File: config.mk
export PLATFORM = sky130hd
export DESIGN_NAME = sccb_init_sequencer
export DESIGN_NICKNAME = d
export VERILOG_FILES = /design/src/rtl/sccb_init_sequencer.sv
export SDC_FILE = /design/constraint.sdc
export NUM_CORES = 1
export LEC_CHECK = 0
export BUFFER_PORTS_ARGS = -buffer_cell sky130_fd_sc_hd__buf_2
export CORE_MARGIN = 2
export CORE_UTILIZATION = 40
export DETAILED_ROUTE_END_ITERATION = 7
export PLACE_DENSITY_LB_ADDON = 0.25
export SLEW_MARGIN = 25
export SYNTH_ARGS = -nofsm -noshare
export SYNTH_HDL_FRONTEND = slang
export SYNTH_SLANG_ARGS = --single-unit
File: constraint.sdc
create_clock -name PCLK -period 2.6 [get_ports PCLK]
set_input_delay 0.13 -clock PCLK [delete_from_list [all_inputs] [get_ports PCLK]]
set_output_delay 0.13 -clock PCLK [all_outputs]
set_load 0.03 [all_outputs]
File: src/rtl/sccb_init_sequencer.sv
`default_nettype none
// ============================================================================
// Module      : sccb_init_sequencer
// Description : Table-driven camera bring-up controller for CoreSCCB. Waits
//               out power-up, checks the sensor product ID, walks a ROM table
//               of register writes and delay markers, then shares the SCCB
//               master with a single host request port.
// Revision    : 1.0 - initial release
// ============================================================================
module sccb_init_sequencer #(
    parameter logic [6:0] IP_ADDR       = 7'h21,
    parameter logic [7:0] ID_SUB_ADDR   = 8'h0A,
    parameter logic [7:0] ID_EXPECT     = 8'h76,
    parameter int         PWRUP_TICKS   = 3000,
    parameter int         DELAY_UNIT    = 300,
    parameter int         TIMEOUT_TICKS = 4095,
    parameter int         ROM_AW        = 8
) (
    input  logic              PCLK,
    input  logic              PRESETN,
    input  logic              mid_pulse,
    output logic [ROM_AW-1:0] rom_addr,
    input  logic [15:0]       rom_data,
    output logic              sccb_start,
    output logic              sccb_rw,
    output logic [6:0]        sccb_ip_addr,
    output logic [7:0]        sccb_sub_addr,
    output logic [7:0]        sccb_data_in,
    input  logic [7:0]        sccb_data_out,
    input  logic              sccb_done,
    input  logic              host_req,
    input  logic              host_rw,
    input  logic [7:0]        host_sub_addr,
    input  logic [7:0]        host_wdata,
    output logic              host_ack,
    output logic [7:0]        host_rdata,
    output logic              init_busy,
    output logic              init_done,
    output logic              init_err,
    output logic [1:0]        err_code,
    output logic [ROM_AW-1:0] entry_cnt
);

    localparam logic [3:0] c_ST_PWRUP        = 4'd0;
    localparam logic [3:0] c_ST_ID_RD        = 4'd1;
    localparam logic [3:0] c_ST_ID_WAIT      = 4'd2;
    localparam logic [3:0] c_ST_FETCH        = 4'd3;
    localparam logic [3:0] c_ST_ISSUE        = 4'd4;
    localparam logic [3:0] c_ST_WAIT_DONE    = 4'd5;
    localparam logic [3:0] c_ST_RELEASE      = 4'd6;
    localparam logic [3:0] c_ST_DELAY        = 4'd7;
    localparam logic [3:0] c_ST_READY        = 4'd8;
    localparam logic [3:0] c_ST_HOST_WAIT    = 4'd9;
    localparam logic [3:0] c_ST_HOST_RELEASE = 4'd10;
    localparam logic [3:0] c_ST_FAIL         = 4'd11;

    localparam logic [1:0]        c_ERR_ID      = 2'b01;
    localparam logic [1:0]        c_ERR_TIMEOUT = 2'b10;
    localparam logic [1:0]        c_ERR_OVERRUN = 2'b11;
    localparam logic [31:0]       c_PWRUP_LAST  = 32'(PWRUP_TICKS - 1);
    localparam logic [31:0]       c_TMO_LAST    = 32'(TIMEOUT_TICKS - 1);
    localparam logic [31:0]       c_DLY_UNIT    = 32'(DELAY_UNIT);
    localparam logic [ROM_AW-1:0] c_ADDR_MAX    = '1;
    localparam logic [ROM_AW-1:0] c_AW_ONE      = {{(ROM_AW-1){1'b0}}, 1'b1};

    logic [3:0]        r_state;
    logic [31:0]       r_cnt;
    logic [ROM_AW-1:0] r_rom_addr;
    logic              r_rom_stale;
    logic              r_addr_wrap;
    logic              r_start;
    logic              r_rw;
    logic [7:0]        r_sub_addr;
    logic [7:0]        r_wdata;
    logic              r_host_ack;
    logic [7:0]        r_host_rdata;
    logic              r_busy;
    logic              r_done;
    logic              r_err;
    logic [1:0]        r_err_code;
    logic [ROM_AW-1:0] r_entry_cnt;

    logic              w_end_marker;
    logic              w_delay_marker;
    logic [31:0]       w_dly_ticks;
    logic              w_timeout;

    assign w_end_marker   = (rom_data == 16'hFFFF);
    assign w_delay_marker = (rom_data[15:8] == 8'hFF) && !w_end_marker;
    assign w_dly_ticks    = {24'd0, rom_data[7:0]} * c_DLY_UNIT;
    assign w_timeout      = (r_cnt == c_TMO_LAST);

    // Sequencer FSM; state and counters only move on mid_pulse, ack/stale flags are 1-PCLK
    always_ff @(posedge PCLK or negedge PRESETN) begin
        if (!PRESETN) begin
            r_state      <= c_ST_PWRUP;
            r_cnt        <= 32'd0;
            r_rom_addr   <= '0;
            r_rom_stale  <= 1'b0;
            r_addr_wrap  <= 1'b0;
            r_start      <= 1'b0;
            r_rw         <= 1'b0;
            r_sub_addr   <= 8'h00;
            r_wdata      <= 8'h00;
            r_host_ack   <= 1'b0;
            r_host_rdata <= 8'h00;
            r_busy       <= 1'b1;
            r_done       <= 1'b0;
            r_err        <= 1'b0;
            r_err_code   <= 2'b00;
            r_entry_cnt  <= '0;
        end else begin
            r_host_ack  <= 1'b0;
            r_rom_stale <= 1'b0;
            if (mid_pulse) begin
                case (r_state)
                    c_ST_PWRUP: begin
                        if (r_cnt == c_PWRUP_LAST) begin
                            r_cnt   <= 32'd0;
                            r_state <= c_ST_ID_RD;
                        end else begin
                            r_cnt <= r_cnt + 32'd1;
                        end
                    end
                    c_ST_ID_RD: begin
                        r_rw       <= 1'b1;
                        r_sub_addr <= ID_SUB_ADDR;
                        r_start    <= 1'b1;
                        r_cnt      <= 32'd0;
                        r_state    <= c_ST_ID_WAIT;
                    end
                    c_ST_ID_WAIT: begin
                        if (sccb_done) begin
                            r_start <= 1'b0;
                            if (sccb_data_out == ID_EXPECT) begin
                                r_state <= c_ST_RELEASE;
                            end else begin
                                r_err_code <= c_ERR_ID;
                                r_err      <= 1'b1;
                                r_busy     <= 1'b0;
                                r_state    <= c_ST_FAIL;
                            end
                        end else if (w_timeout) begin
                            r_start    <= 1'b0;
                            r_err_code <= c_ERR_TIMEOUT;
                            r_err      <= 1'b1;
                            r_busy     <= 1'b0;
                            r_state    <= c_ST_FAIL;
                        end else begin
                            r_cnt <= r_cnt + 32'd1;
                        end
                    end
                    c_ST_FETCH: begin
                        // rom_data lags rom_addr by one PCLK; skip a pulse that lands too early
                        if (!r_rom_stale) begin
                            if (r_addr_wrap) begin
                                r_err_code <= c_ERR_OVERRUN;
                                r_err      <= 1'b1;
                                r_busy     <= 1'b0;
                                r_state    <= c_ST_FAIL;
                            end else if (w_end_marker) begin
                                r_busy  <= 1'b0;
                                r_done  <= 1'b1;
                                r_state <= c_ST_READY;
                            end else begin
                                r_rom_addr  <= r_rom_addr + c_AW_ONE;
                                r_rom_stale <= 1'b1;
                                if (r_rom_addr == c_ADDR_MAX) begin
                                    r_addr_wrap <= 1'b1;
                                end
                                if (w_delay_marker) begin
                                    // A zero-length delay simply moves on to the next entry
                                    if (rom_data[7:0] != 8'h00) begin
                                        r_cnt   <= w_dly_ticks;
                                        r_state <= c_ST_DELAY;
                                    end
                                end else begin
                                    r_rw       <= 1'b0;
                                    r_sub_addr <= rom_data[15:8];
                                    r_wdata    <= rom_data[7:0];
                                    r_state    <= c_ST_ISSUE;
                                end
                            end
                        end
                    end
                    c_ST_ISSUE: begin
                        r_start <= 1'b1;
                        r_cnt   <= 32'd0;
                        r_state <= c_ST_WAIT_DONE;
                    end
                    c_ST_WAIT_DONE: begin
                        if (sccb_done) begin
                            r_start     <= 1'b0;
                            r_entry_cnt <= r_entry_cnt + c_AW_ONE;
                            r_state     <= c_ST_RELEASE;
                        end else if (w_timeout) begin
                            r_start    <= 1'b0;
                            r_err_code <= c_ERR_TIMEOUT;
                            r_err      <= 1'b1;
                            r_busy     <= 1'b0;
                            r_state    <= c_ST_FAIL;
                        end else begin
                            r_cnt <= r_cnt + 32'd1;
                        end
                    end
                    c_ST_RELEASE: begin
                        // Never raise start again while CoreSCCB still shows done
                        if (!sccb_done) begin
                            r_state <= c_ST_FETCH;
                        end
                    end
                    c_ST_DELAY: begin
                        if (r_cnt <= 32'd1) begin
                            r_cnt   <= 32'd0;
                            r_state <= c_ST_FETCH;
                        end else begin
                            r_cnt <= r_cnt - 32'd1;
                        end
                    end
                    c_ST_READY: begin
                        if (host_req) begin
                            r_rw       <= host_rw;
                            r_sub_addr <= host_sub_addr;
                            r_wdata    <= host_wdata;
                            r_start    <= 1'b1;
                            r_cnt      <= 32'd0;
                            r_state    <= c_ST_HOST_WAIT;
                        end
                    end
                    c_ST_HOST_WAIT: begin
                        if (sccb_done) begin
                            r_start    <= 1'b0;
                            r_host_ack <= 1'b1;
                            if (r_rw) begin
                                r_host_rdata <= sccb_data_out;
                            end
                            r_state <= c_ST_HOST_RELEASE;
                        end else if (w_timeout) begin
                            // Host timeouts are reported to the host only; init status is untouched
                            r_start      <= 1'b0;
                            r_host_ack   <= 1'b1;
                            r_host_rdata <= 8'hFF;
                            r_state      <= c_ST_HOST_RELEASE;
                        end else begin
                            r_cnt <= r_cnt + 32'd1;
                        end
                    end
                    c_ST_HOST_RELEASE: begin
                        if (!sccb_done) begin
                            r_state <= c_ST_READY;
                        end
                    end
                    c_ST_FAIL: begin
                        // Bus stays idle; host requests are answered with 0xFF straight away
                        r_start <= 1'b0;
                        if (host_req) begin
                            r_host_ack   <= 1'b1;
                            r_host_rdata <= 8'hFF;
                        end
                    end
                    default: begin
                        r_start <= 1'b0;
                        r_state <= c_ST_FAIL;
                    end
                endcase
            end
        end
    end

    assign rom_addr      = r_rom_addr;
    assign sccb_start    = r_start;
    assign sccb_rw       = r_rw;
    assign sccb_ip_addr  = IP_ADDR;
    assign sccb_sub_addr = r_sub_addr;
    assign sccb_data_in  = r_wdata;
    assign host_ack      = r_host_ack;
    assign host_rdata    = r_host_rdata;
    assign init_busy     = r_busy;
    assign init_done     = r_done;
    assign init_err      = r_err;
    assign err_code      = r_err_code;
    assign entry_cnt     = r_entry_cnt;

endmodule
`default_nettype wire

==> results.py <==
metrics = {
    "outcome": {
        "status": "finished, violations left",
        "violations": "negative setup slack",
    },
    "critical_path": {
        "slowest_delay_ns": 0.56,
        "worst-setup-path-type": "in2reg",
        "crit_path_start": "rom_data[3]",
        "cpMaxStageDelayCell": "or4_4",
        "r2r_end": "r_cnt[15]",
        "worstPathBufferInverterCount": 2,
        "critPathMaxFanout": 7,
        "crit_chain": "buf_2 -> buf_4 -> ha_1 -> fa_1 -> ha_1 -> ha_1 -> or2_2 -> or4_4 -> a21oi_2 -> nor3_2 -> a221o_1 -> a22o_2",
        "crit_end": "r_cnt[12]",
        "cp.arrival_ns": 3.34,
        "ff2ff_setup_slack_ns": -0.22,
        "crit_top_cell": "ha_1",
        "cp_top_family": "adder cells",
        "worstReg2RegStart": "r_cnt[14]",
        "endpoint_kind": "flip-flop",
        "reg2reg_depth": 9,
        "critPathRequiredTime_ns": 2.86,
        "start_kind": "input port",
        "path_depth": 12,
    },
    "global_route": {
        "grt_max_degree": 47,
        "grt_usage": 0.231,
        "grt_pass1_vias": 6830,
        "grt_pass1_wl_microns": 34200,
        "grt.overflow.total": 0,
        "antenna_found_initial": 0,
    },
    "route": {
        "via_per_inst": 5.69,
        "vias": 7230,
        "drtPass1Iterations": 5,
        "drt-total-wl_microns": 21800,
        "drt-initial-drc-count": 550,
        "drtAntennaViolNets": 0,
        "route.detailed.drc": 0,
        "routedWlPerCell_microns": 17.2,
    },
    "sta": {
        "rsz0062_at_grt": "yes",
        "fin_crit_sh": 1.19,
        "finalMaxSlewViolations": 0,
        "min_period_ns": 3.08,
        "tightest_slew_ns": 0.762,
        "clock_skew_ns": 0.0146,
        "hold_viol": 0,
        "max_freq_mhz": 324,
        "max_slew_margin": 0.487,
        "setup_viol": 43,
        "worst_slack_ns": -0.484,
    },
    "placed_design": {
        "placed_cells": 1228,
        "gp_congestion": 0.905,
        "dpl_cell_area_sq_mm": 0.00879,
        "dp_hpwl_microns": 15400,
        "port_buffers": 93,
    },
    "floorplanning": {
        "die_w_microns": 136,
        "ioPinCount": 101,
        "fp.dieH_microns": 136,
        "fp.coreArea_sq_mm": 0.0172,
        "row_count": 48,
        "dieArea_sq_mm": 0.0186,
        "initial_core_util": 0.407,
    },
    "synthesis": {
        "synth_area_per_cell_sq_um": 8.65,
        "yosysSeqAreaShare": 0.307,
        "synth.area.top_cells": "dfrtp_1 (30%), ha_1 (7.9%), o21ai_0 (4.0%)",
        "ys_warn_count": 0,
        "synth_top_area_share": 0.303,
        "yosysUniqueCellTypes": 94,
        "synth_flop_cell": "dfrtp_1",
        "yosys.area.top_type": "dfrtp_1",
        "synthesis.area_sq_mm": 0.00701,
        "synthCells": 811,
        "ys_ff_latch": 86,
        "ys_async_sr_fraction": 1.00,
        "synth-edff-count": 0,
    },
    "final_layout": {
        "stdcell_area_sq_mm": 0.00995,
        "antenna-diode-count": 0,
        "syn2layout_area_growth_pct": 41.9,
        "final_cells": 1270,
        "drive_gt1_frac": 0.405,
        "finalNetCount": 1137,
        "fillers": 1529,
    },
    "clock_network": {
        "clock_sinks": 86,
        "ctsHtreeMaxLevel": 3,
        "insertion_delay_ns": 0.36,
        "clk_pin_slew_ns": 0.08,
        "cts_max_path_buffers": 2,
        "cts-root-buf": "clkbuf_16",
        "cts_tree": "done",
        "cts_buffers": 9,
    },
    "hold_path": {
        "hp-class": "in2reg",
    },
    "run": {
        "maxCapViolCount": 0,
    },
    "power": {
        "ir_drop_mv": 0.658,
        "powerDensity_mw_per_mm2": 897,
        "leakage_nw": 4.50,
    },
}
placed cells by master (no fill, tap or decap), types with 11 or more instances in the layout:
cell,n
a21oi_1,30
a21oi_2,11
buf_2,90
buf_4,149
buf_6,20
clkbuf_16,11
dfrtp_1,85
ha_1,36
inv_1,34
mux2i_1,12
nand2_1,56
nand3_1,21
nand4_1,17
nor2_1,57
nor3_1,17
o21ai_0,32
o21ai_1,17
o22ai_1,11
xnor2_1,19
xor2_1,13
state kept, by name, summed over array words and instances, names as in the netlist:
name,count
sccb_rw,1
init_busy,1
init_done,1
err_code,2
rom_addr,8
host_rdata,8
sccb_start,1
sccb_data_in,8
init_err,1
r_rom_stale,1
sccb_sub_addr,8
host_ack,1
r_state,4
entry_cnt,8
r_addr_wrap,1
r_cnt,32
Yosys cell counts, types with 4 or more instances:
library cell	n
dfrtp_1	85
nand2_1	69
nor2_1	63
o21ai_0	56
ha_1	44
a21oi_1	42
inv_1	38
clkbuf_1	29
nand3_1	24
nor3_1	24
xnor2_1	19
nand4_1	17
xor2_1	13
mux2i_1	12
nor4_1	12
a22oi_1	11
buf_4	11
o22ai_1	11
and3_1	10
or3_1	10
o2bb2ai_1	9
buf_2	8
nand2b_1	8
a211oi_1	7
a22o_1	7
a31oi_1	7
fa_1	7
nor2b_1	7
o211ai_1	7
o31ai_1	7
or2_2	7
clkbuf_8	6
o21a_1	6
or4_1	6
a21o_1	5
a221oi_1	5
a222oi_1	5
and4_1	5
and2_1	4
mux2_2	4
o21ai_1	4
o221ai_1	4
how the worst min path moves through the flow:
stage | from | to | cells after the start
detailed placement | PRESETN | host_rdata[2] | 1
global route | sccb_data_out[7] | host_rdata[7] | 3
finish | sccb_data_out[7] | host_rdata[7] | 3
floorplan | PRESETN | entry_cnt[0] | 0
CTS | sccb_data_out[0] | host_rdata[0] | 3
global placement | PRESETN | host_rdata[2] | 1
through the flow:
step           power (mW)   util  TNS [ns]  hold WS (ns)  setup slack [ns]
6_report             8.93  0.577     -6.20        0.0452            -0.484
3_5_place_dp         6.62  0.510     -9.00         0.179            -0.896
3_3_place_gp         6.57  0.510     -8.13         0.170            -0.827
5_1_grt              9.48  0.577     -9.31        0.0639            -0.552
4_1_cts              8.39  0.552     -4.60        0.0361            -0.466
2_1_floorplan        4.92      -     -2.68        -0.166            -0.631
where the power goes:
group / leakage (nW) / internal [mW] / switching [mW]
Sequential: 1.11 / 1.69 / 0.340
Clock: 0.147 / 0.682 / 0.669
Combinational: 3.24 / 2.51 / 3.04
Total: 4.50 / 4.88 / 4.04
worst reg2reg max path, delay by kind of cell, from the launching register on:
kind            cells  cell delay, ns
simple gates        2            1.15
compound gates      4            0.74
buf+inv             3            0.46
flops               1            0.39
timing repair:
item,4_1_cts,5_1_grt
resized for setup,89,69
pin swaps,34,53
cloned,3,1
hold buffers,1,0
setup buffers,10,18
setup endpoints to repair,43,46
endpoints found under the hold margin,40,0
cell type report:
class | count | area (sq um) | area share
clock buffers | 9 | 225 | 0.0226
clock inverters | 7 | 68.8 | 0.00691
inverters | 39 | 146 | 0.0147
multi-input cells | 629 | 4980 | 0.500
flip-flops and latches | 86 | 2150 | 0.216
well taps | 225 | 282 | 0.0283
repair buffers | 275 | 2100 | 0.211
cell families after synthesis:
logic type | share of synthesized area
fa+ha+maj | 0.0985
buf+inv | 0.0749
compound gates | 0.231
flops | 0.307
other cells | 0.00107
simple gates | 0.224
xor+xnor | 0.0400
mux | 0.0236
routing by layer:
metal	part of all wire	up-vias	wire length, microns	GRT usage
li1	-	3467	-	-
met1	0.45	3518	9850	0.319
met2	0.48	219	10600	0.380
met3	0.047	26	1030	0.0261
met4	0.017	0	373	0.0718
met5	0	-	0	0
No activity file was read; power rests on OpenSTA's default activity.
